<file path="config.mk">
export PLATFORM = sky130hd
export DESIGN_NAME = instr_fetch
export DESIGN_NICKNAME = d
export VERILOG_FILES = /design/src/rtl/fetch_pkg.sv /design/src/rtl/fetch_queue.sv /design/src/rtl/instr_fetch.sv
export SDC_FILE = /design/constraint.sdc
export NUM_CORES = 1
export LEC_CHECK = 0
export ABC_CLOCK_PERIOD_IN_PS = 14050
export BUFFER_PORTS_ARGS = -buffer_cell sky130_fd_sc_hd__buf_2
export CORE_MARGIN = 1
export CORE_UTILIZATION = 53
export CTS_CLUSTER_SIZE = 24
export DETAILED_ROUTE_END_ITERATION = 8
export GPL_ROUTABILITY_DRIVEN = 0
export PLACE_DENSITY = 0.92
export SYNTH_ARGS = -nofsm -noshare
export SYNTH_HDL_FRONTEND = slang
export SYNTH_SLANG_ARGS = --single-unit
</file>
<file path="constraint.sdc">
create_clock -name clk -period 14.05 [get_ports clk]
set_clock_uncertainty 0.2 [all_clocks]
set_input_delay 2.1075 -clock clk [delete_from_list [all_inputs] [get_ports clk]]
set_output_delay 2.1075 -clock clk [all_outputs]
set_load 0.05 [all_outputs]
</file>
<file path="src/rtl/fetch_pkg.sv">
// ----------------------------------------------------------------------------
// fetch_pkg: shared widths, FSM encoding and queue entry type. Rev 1.0
// ----------------------------------------------------------------------------
`default_nettype none

package fetch_pkg;

  localparam int ADDR_W  = 32;
  localparam int INSTR_W = 32;

  localparam logic [ADDR_W-1:0] PC_INC = ADDR_W'(4);

  typedef enum logic [1:0] {
    IDLE = 2'd0,
    WAIT = 2'd1,
    KILL = 2'd2
  } fetch_state_t;

  typedef struct packed {
    logic [ADDR_W-1:0]  pc;
    logic [INSTR_W-1:0] instr;
  } fq_entry_t;

endpackage

`default_nettype wire

</file>
<file path="src/rtl/fetch_queue.sv">
// ----------------------------------------------------------------------------
// fetch_queue: synchronous FIFO of fetched {pc, instr}; flush beats push/pop. Rev 1.0
// ----------------------------------------------------------------------------
`default_nettype none

module fetch_queue
  import fetch_pkg::*;
#(
  parameter int  FQ_DEPTH = 2,
  localparam int AW       = $clog2(FQ_DEPTH),
  localparam int CW       = AW + 1
) (
  input  logic          clk,
  input  logic          rst,
  input  logic          i_push,
  input  fq_entry_t     i_push_data,
  input  logic          i_pop,
  input  logic          i_flush,
  output logic [CW-1:0] o_count,
  output fq_entry_t     o_head
);

  localparam logic [CW-1:0] c_FULL    = CW'(FQ_DEPTH);
  localparam logic [CW-1:0] c_CNT_ONE = CW'(1);
  localparam logic [AW-1:0] c_PTR_ONE = AW'(1);

  fq_entry_t     r_mem [FQ_DEPTH];
  logic [AW-1:0] r_wr_ptr;
  logic [AW-1:0] r_rd_ptr;
  logic [CW-1:0] r_count;

  logic w_pop;
  logic w_push;

  assign w_pop  = i_pop & (r_count != '0);
  assign w_push = i_push & ((r_count != c_FULL) | w_pop);

  always_ff @(posedge clk or posedge rst) begin
    if (rst) begin
      r_wr_ptr <= '0;
      r_rd_ptr <= '0;
      r_count  <= '0;
      for (int i = 0; i < FQ_DEPTH; i++) begin
        r_mem[i] <= '0;
      end
    end else if (i_flush) begin
      r_wr_ptr <= '0;
      r_rd_ptr <= '0;
      r_count  <= '0;
    end else begin
      if (w_push) begin
        r_mem[r_wr_ptr] <= i_push_data;
        r_wr_ptr        <= r_wr_ptr + c_PTR_ONE;
      end
      if (w_pop) begin
        r_rd_ptr <= r_rd_ptr + c_PTR_ONE;
      end
      case ({w_push, w_pop})
        2'b10:   r_count <= r_count + c_CNT_ONE;
        2'b01:   r_count <= r_count - c_CNT_ONE;
        default: r_count <= r_count;
      endcase
    end
  end

  assign o_count = r_count;
  assign o_head  = r_mem[r_rd_ptr];

endmodule

`default_nettype wire

</file>
<file path="src/rtl/instr_fetch.sv">
// ----------------------------------------------------------------------------
// instr_fetch: single-outstanding instruction fetch with redirect kill. Rev 1.0
// ----------------------------------------------------------------------------
`default_nettype none

module instr_fetch
  import fetch_pkg::*;
#(
  parameter int FQ_DEPTH = 2
) (
  input  logic               clk,
  input  logic               rst,
  input  logic [ADDR_W-1:0]  pc_in,
  output logic               pc_write,
  output logic [ADDR_W-1:0]  next_pc,
  output logic               imem_req_valid,
  input  logic               imem_req_ready,
  output logic [ADDR_W-1:0]  imem_req_addr,
  input  logic               imem_rsp_valid,
  input  logic [INSTR_W-1:0] imem_rsp_data,
  input  logic               redirect_valid,
  input  logic [ADDR_W-1:0]  redirect_pc,
  output logic               if_valid,
  input  logic               if_ready,
  output logic [INSTR_W-1:0] if_instr,
  output logic [ADDR_W-1:0]  if_pc
);

  localparam int            CW     = $clog2(FQ_DEPTH) + 1;
  localparam logic [CW-1:0] c_FULL = CW'(FQ_DEPTH);

  fetch_state_t      r_state;
  logic [ADDR_W-1:0] r_req_pc;

  logic [CW-1:0] w_count;
  fq_entry_t     w_head;
  fq_entry_t     w_push_data;
  logic          w_req_fire;
  logic          w_rsp_keep;
  logic          w_pop;

  assign imem_req_addr = {pc_in[ADDR_W-1:2], 2'b00};

  // Space check uses the registered count only: a same-cycle pop earns no credit.
  assign imem_req_valid = !rst && (r_state == IDLE) && (w_count < c_FULL) && !redirect_valid;
  assign w_req_fire     = imem_req_valid & imem_req_ready;

  assign pc_write = !rst & (redirect_valid | w_req_fire);
  assign next_pc  = redirect_valid ? redirect_pc : (pc_in + PC_INC);

  assign w_rsp_keep  = (r_state == WAIT) & imem_rsp_valid & !redirect_valid;
  assign w_push_data = '{pc: r_req_pc, instr: imem_rsp_data};

  assign if_valid = (w_count != '0);
  assign w_pop    = if_valid & if_ready;
  assign if_instr = w_head.instr;
  assign if_pc    = w_head.pc;

  always_ff @(posedge clk or posedge rst) begin
    if (rst) begin
      r_state  <= IDLE;
      r_req_pc <= '0;
    end else begin
      case (r_state)
        IDLE: begin
          if (w_req_fire) begin
            r_state  <= WAIT;
            r_req_pc <= pc_in;
          end
        end
        WAIT: begin
          // A response arriving with a redirect is simply dropped.
          if (imem_rsp_valid) begin
            r_state <= IDLE;
          end else if (redirect_valid) begin
            r_state <= KILL;
          end
        end
        KILL: begin
          if (imem_rsp_valid) begin
            r_state <= IDLE;
          end
        end
        default: r_state <= IDLE;
      endcase
    end
  end

  fetch_queue #(
    .FQ_DEPTH (FQ_DEPTH)
  ) u_fetch_queue (
    .clk         (clk),
    .rst         (rst),
    .i_push      (w_rsp_keep),
    .i_push_data (w_push_data),
    .i_pop       (w_pop),
    .i_flush     (redirect_valid),
    .o_count     (w_count),
    .o_head      (w_head)
  );

endmodule

`default_nettype wire

</file>
==> impl_metrics.py, run 1 <==
metrics = {
    "run_status": {
        "status": "finished clean",
    },
    "setup_path": {
        "critPathArrivalTime_ps": 4220,
        "critPathCaptureType": "output port",
        "worst-setup-path-type": "in2out",
        "cp_max_fo": 13,
        "critical_path_required_ps": 11740,
        "cp-start-kind": "input port",
    },
    "synth": {
        "synth_most_common_cell": "mux2_2",
        "netlist_instances": 641,
        "synth_area_leaders": "dfrtp_1, mux2_2, buf_4",
        "synth_top_area_share_pct": 51.0,
        "ys_seq_area_share_pct": 51.0,
        "synth-main-ff-cell": "dfrtp_1",
        "ys_warn_count": 0,
        "synth_area_per_cell_sq_um": 12.7,
        "ys_top_cells_by_count": "mux2_2, dfrtp_1, buf_4",
        "ys_ff_latch": 166,
        "yosys.area.top_type": "dfrtp_1",
        "syn_area_sq_mm": 0.00814,
        "async_flop_share_pct": 100,
        "yosysUniqueCellTypes": 34,
        "synth_edf_count": 0,
    },
    "die": {
        "dieArea_sq_mm": 0.0159,
        "coreArea_sq_mm": 0.0148,
        "num_rows": 44,
        "initial_core_util_pct": 55.2,
        "die_y_um": 126,
        "boundaryPins": 233,
        "fp.dieW_um": 126,
    },
    "routing": {
        "routedWlPerCell_um": 17.5,
        "drt-total-wl_mm": 18.0,
        "viasPerCell": 5.52,
        "firstDrtPassIters": 4,
        "drc": 0,
        "vias": 5664,
        "final_antenna_net_count": 0,
        "drtIter0Drc": 168,
    },
    "run": {
        "cap_violations": 0,
    },
    "clocking": {
        "ctsRootBufferMaster": "clkbuf_16",
        "clock_latency_ps": 420,
        "cts-htree-levels": 4,
        "clk_pin_slew_ps": 60,
        "cts.repair.resized": 0,
        "post_cts_buffers": 0,
        "clock_path_buffers": 2,
        "numCtsBuffers": 17,
        "cts_tree": "built",
        "clkSinkCount": 166,
        "postCtsHoldBufs": 0,
    },
    "min_path": {
        "hold_path_class": "reg2reg",
    },
    "final_layout": {
        "diodes": 0,
        "layout.nets": 932,
        "syn_to_final_growth_pct": 19.6,
        "multi_input_area_sq_mm": 0.00358,
        "seq_area_sq_mm": 0.00416,
        "drive_above_1_share_pct": 59.9,
        "fillers": 1119,
    },
    "grt": {
        "grt_max_degree": 103,
        "grt_pass1_wl_mm": 28.8,
        "grt_usage_pct": 23.4,
        "grt_antenna_before_repair": 0,
        "grt_pass1_vias": 5719,
        "grt_overflow": 0,
    },
    "timing": {
        "tightest_slew_ps": 1010,
        "min_period_ps": 6530,
        "fin_setup_tns_ps": 0,
        "grt_setup_unrepaired": "no",
        "hold_violations": 0,
        "finalCritPeriodShare_pct": 46.5,
        "setup_viol": 0,
        "setup_slack_ps": 7520,
        "fmaxAchievable_mhz": 153,
        "slew_headroom_pct": 32.6,
        "hold_slack_ps": 302,
        "slew_viol_final": 0,
    },
    "power": {
        "power.leakage_nw": 4.76,
        "p_per_area_mw_per_mm2": 173,
        "vdd_drop_max_mv": 0.0935,
    },
    "place": {
        "io_buffers": 230,
        "detailed_place_hpwl_mm": 12.2,
        "pre_cts_slack_ps": 7500,
    },
}
## registers in the layout, summed over array words and instances, names as in the netlist
name and count:
u_fetch_queue.r_mem 128, r_state 2, u_fetch_queue.r_wr_ptr 1, r_req_pc 32, u_fetch_queue.o_count 2, u_fetch_queue.r_rd_ptr 1
## path summary, 6_finish.rpt
path                                                  endpoint  cells past startpoint                                  from  slack (ps)
setup / recovery                                   next_pc[28]                      7                              pc_in[2]        7520
hold / removal             u_fetch_queue.r_mem[99]$_DFFE_PP0P_                      1   u_fetch_queue.r_mem[99]$_DFFE_PP0P_         300
setup reg to reg           u_fetch_queue.r_mem[10]$_DFFE_PP0P_                      5  u_fetch_queue.o_count[1]$_DFFE_PP0P_       11330
hold reg to reg            u_fetch_queue.r_mem[99]$_DFFE_PP0P_                      1   u_fetch_queue.r_mem[99]$_DFFE_PP0P_         300
max in group asynchronous  u_fetch_queue.r_mem[21]$_DFFE_PP0P_                      3                                   rst       10620
min in group asynchronous               r_state[0]$_DFFE_PP0P_                      2                                   rst        1720
## worst max-delay path, cell delays in order
cell	delay, ps
buf_2	140
ha_1	320
nand3_1	110
or4_4	540
or4_1	530
a31oi_1	180
buf_2	290
## logic make-up (layout without fill, tap and decap cells)
family | Yosys count | count (layout) | synth area share [%]
buf+inv | 73 | 273 | 5.18
simple gates | 109 | 109 | 7.07
other cells | 1 | 2 | 0.0460
flops | 166 | 166 | 51.0
mux | 228 | 228 | 31.5
compound gates | 49 | 49 | 3.52
fa+ha+maj | 1 | 1 | 0.154
xor+xnor | 14 | 14 | 1.51
## where the power goes
group | switching (W) | internal, W | total, W
clock network | 0.000191 | 0.000237 | 0.000428
registers | 0.0000572 | 0.000582 | 0.000639
logic | 0.000417 | 0.000199 | 0.000616
## layer usage
metal / vias up / routed length [um] / GRT usage (%) / part of all wire, %
met2: 176 / 9350 / 42.0 / 52
li1: 2661 / - / - / -
met5: - / 0 / 0 / 0
met4: 0 / 197 / 6.95 / 1.1
met1: 2811 / 7600 / 27.6 / 42
met3: 16 / 827 / 6.03 / 4.6
## per-stage QoR
stage / util, % / std cells / area, sq um / power [W]
floorplan: - / 642 / 8150 / 0.00113
global placement: 62.3 / 994 / 9190 / 0.00124
CTS: 66.0 / 1026 / 9740 / 0.00170
finish: 66.0 / 1026 / 9740 / 0.00168
global route: 66.0 / 1026 / 9740 / 0.00176
detailed placement: 62.3 / 994 / 9190 / 0.00126
## final cells by class
| type | instances | share of cell area (%) |
|---|---|---|
| inverters | 4 | 0.206 |
| flip-flops and latches | 166 | 42.7 |
| repair buffers | 237 | 12.4 |
| well taps | 184 | 2.36 |
| clock buffers | 19 | 4.65 |
| multi-input cells | 403 | 36.8 |
| clock inverters | 13 | 0.989 |
## layout by cell type, fill, tap and decap left out, drive strengths merged, types with 2 or more instances in the layout
cell type,n
mux2,228
buf,237
a21oi,3
or3,8
o31ai,5
o21ai,23
a31oi,13
clkbuf,19
and4,4
and2,2
conb,2
clkinv,7
nand3,15
dfrtp,166
and3,3
o211ai,3
nand4,11
nor2,19
inv,9
or4,10
nand2,31
xor2,10
xnor2,4
No activity file was read; power rests on OpenSTA's default activity.
==> run 2: changes to the inputs <==
ABC_CLOCK_PERIOD_IN_PS = 6500   (was 14050)
clock period = 6.5 ns   (was 14.05 ns; I/O delays follow)
==> impl_metrics.py, run 2 (synthesis gave the netlist of run 1 again) <==
metrics = {
    "run_status": {
        "status": "finished clean",
    },
    "timing": {
        "tightest_slew_ps": 1090,
        "grt_setup_unrepaired": "no",
        "hold_violations": 0,
        "setup_viol": 0,
        "min_period_ps": 4260,
        "slew_viol_final": 0,
        "fin_setup_tns_ps": 0,
        "finalCritPeriodShare_pct": 65.6,
        "fmaxAchievable_mhz": 235,
        "slew_headroom_pct": 27.0,
    },
    "power": {
        "p_per_area_mw_per_mm2": 378,
        "vdd_drop_max_mv": 0.185,
        "power.leakage_nw": 4.76,
    },
    "setup_path": {
        "endpoint": "next_pc[28]",
        "critPathArrivalTime_ps": 3090,
        "cp-start-kind": "input port",
        "worstSetupStartpoint": "pc_in[2]",
        "timing.rr.start": "u_fetch_queue.o_count[1]$_DFFE_PP0P_",
        "critPathMaxStageDelay_ps": 550,
        "critPathSlowestCell": "or4_4",
        "path_cells": "buf_2, ha_1, nand3_1, or4_4, or4_1, a31oi_1, buf_2",
        "worst-setup-path-type": "in2out",
        "cp_max_fo": 13,
        "critPathCaptureType": "output port",
        "reg2reg_to": "u_fetch_queue.r_mem[12]$_DFFE_PP0P_",
        "reg2reg_depth": 5,
        "worst-path-stages": 7,
        "cp_num_buf_inv": 2,
        "r2r_slack_ps": 3610,
        "crit_family": "simple AND/OR/NAND/NOR gates",
        "critical_path_required_ps": 5320,
        "worst_path_most_repeated_cell": "buf_2",
    },
    "run": {
        "cap_violations": 0,
    },
    "grt": {
        "gr-usage-met2_pct": 42.4,
        "grt_usage_pct": 23.2,
        "grt_overflow": 0,
        "grt_antenna_before_repair": 0,
        "grt_max_degree": 103,
        "busiest_layer": "met2",
        "use_met3_pct": 5.82,
        "grt_use_met1_pct": 26.5,
        "grt_pass1_vias": 5874,
        "grt_pass1_wl_mm": 28.8,
    },
    "die": {
        "num_rows": 44,
        "initial_core_util_pct": 55.2,
        "dieArea_sq_mm": 0.0159,
        "coreArea_sq_mm": 0.0148,
        "boundaryPins": 233,
        "fp.dieW_um": 126,
        "die_y_um": 126,
    },
    "clocking": {
        "cts.repair.resized": 0,
        "clock_latency_ps": 420,
        "cts_tree": "built",
        "numCtsBuffers": 17,
        "ctsRootBufferMaster": "clkbuf_16",
        "clkSinkCount": 166,
        "cts-htree-levels": 4,
        "clock_path_buffers": 2,
        "clk_pin_slew_ps": 60,
        "postCtsHoldBufs": 0,
        "post_cts_buffers": 0,
    },
    "routing": {
        "vias": 5744,
        "firstDrtPassIters": 4,
        "drt-total-wl_mm": 17.8,
        "drtIter0Drc": 264,
        "viasPerCell": 5.60,
        "drc": 0,
        "routedWlPerCell_um": 17.4,
        "final_antenna_net_count": 0,
    },
    "place": {
        "io_buffers": 230,
        "dpl-instance-area_sq_mm": 0.00919,
        "detailed_place_hpwl_mm": 12.4,
    },
    "final_layout": {
        "largestRegisters": "u_fetch_queue.r_mem: 128 flops, r_req_pc: 32 flops",
        "final_core_util_pct": 66.3,
        "final_cell_mix": "buf_2, mux2_2, dfrtp_1",
        "syn_to_final_growth_pct": 20.0,
        "drive_above_1_share_pct": 59.9,
        "largest_reg_flops": 128,
        "diodes": 0,
        "postLayoutCellArea_sq_mm": 0.00978,
        "layout.nets": 932,
        "final_common_cell": "buf_2",
        "top_register": "u_fetch_queue.r_mem",
    },
    "min_path": {
        "min_from": "u_fetch_queue.r_mem[38]$_DFFE_PP0P_",
        "hold_path_class": "reg2reg",
    },
}
==> run 2: stage by stage <==
stage | cells | hold WS [ps] | worst slack, ps | power [W]
5_1_grt | 1026 | 313 | 2160 | 0.00385
4_1_cts | 1026 | 302 | 2240 | 0.00372
3_5_place_dp | 994 | 287 | 2240 | 0.00273
2_1_floorplan | 642 | 274 | 835 | 0.00243
3_3_place_gp | 994 | 281 | 2260 | 0.00269
6_report | 1026 | 300 | 2240 | 0.00369
==> run 2: final cells by class <==
type / count / area, sq um
Clock buffer: 20 / 467
Multi-Input combinational cell: 403 / 3580
Sequential cell: 166 / 4160
Clock inverter: 12 / 120
Timing Repair Buffer: 237 / 1200
Fill cell: 1090 / 4980
Inverter: 4 / 20.0
Tap cell: 184 / 230
==> run 2: worst min-delay path by stage <==
stage                                                      to  cells past startpoint
after global placement    u_fetch_queue.r_mem[27]$_DFFE_PP0P_                      1
after global routing      u_fetch_queue.r_mem[55]$_DFFE_PP0P_                      1
after CTS                 u_fetch_queue.r_mem[30]$_DFFE_PP0P_                      1
final                     u_fetch_queue.r_mem[38]$_DFFE_PP0P_                      1
after floorplan            u_fetch_queue.r_mem[0]$_DFFE_PP0P_                      1
after detailed placement  u_fetch_queue.r_mem[26]$_DFFE_PP0P_                      1
==> run 2: metal layers <==
| metal | wire length (um) | part of all wire, % |
|---|---|---|
| met1 | 7290 | 41 |
| met2 | 9350 | 52 |
| met3 | 958 | 5.4 |
| met4 | 223 | 1.3 |
| met5 | 0 | 0 |
==> run 2: where the power goes <==
group / leakage, nW / internal, W / total, W / switching (W)
registers: 2.14 / 0.00126 / 0.00138 / 0.000124
clock network: 0.282 / 0.000564 / 0.000977 / 0.000413
logic: 2.34 / 0.000431 / 0.00133 / 0.000901
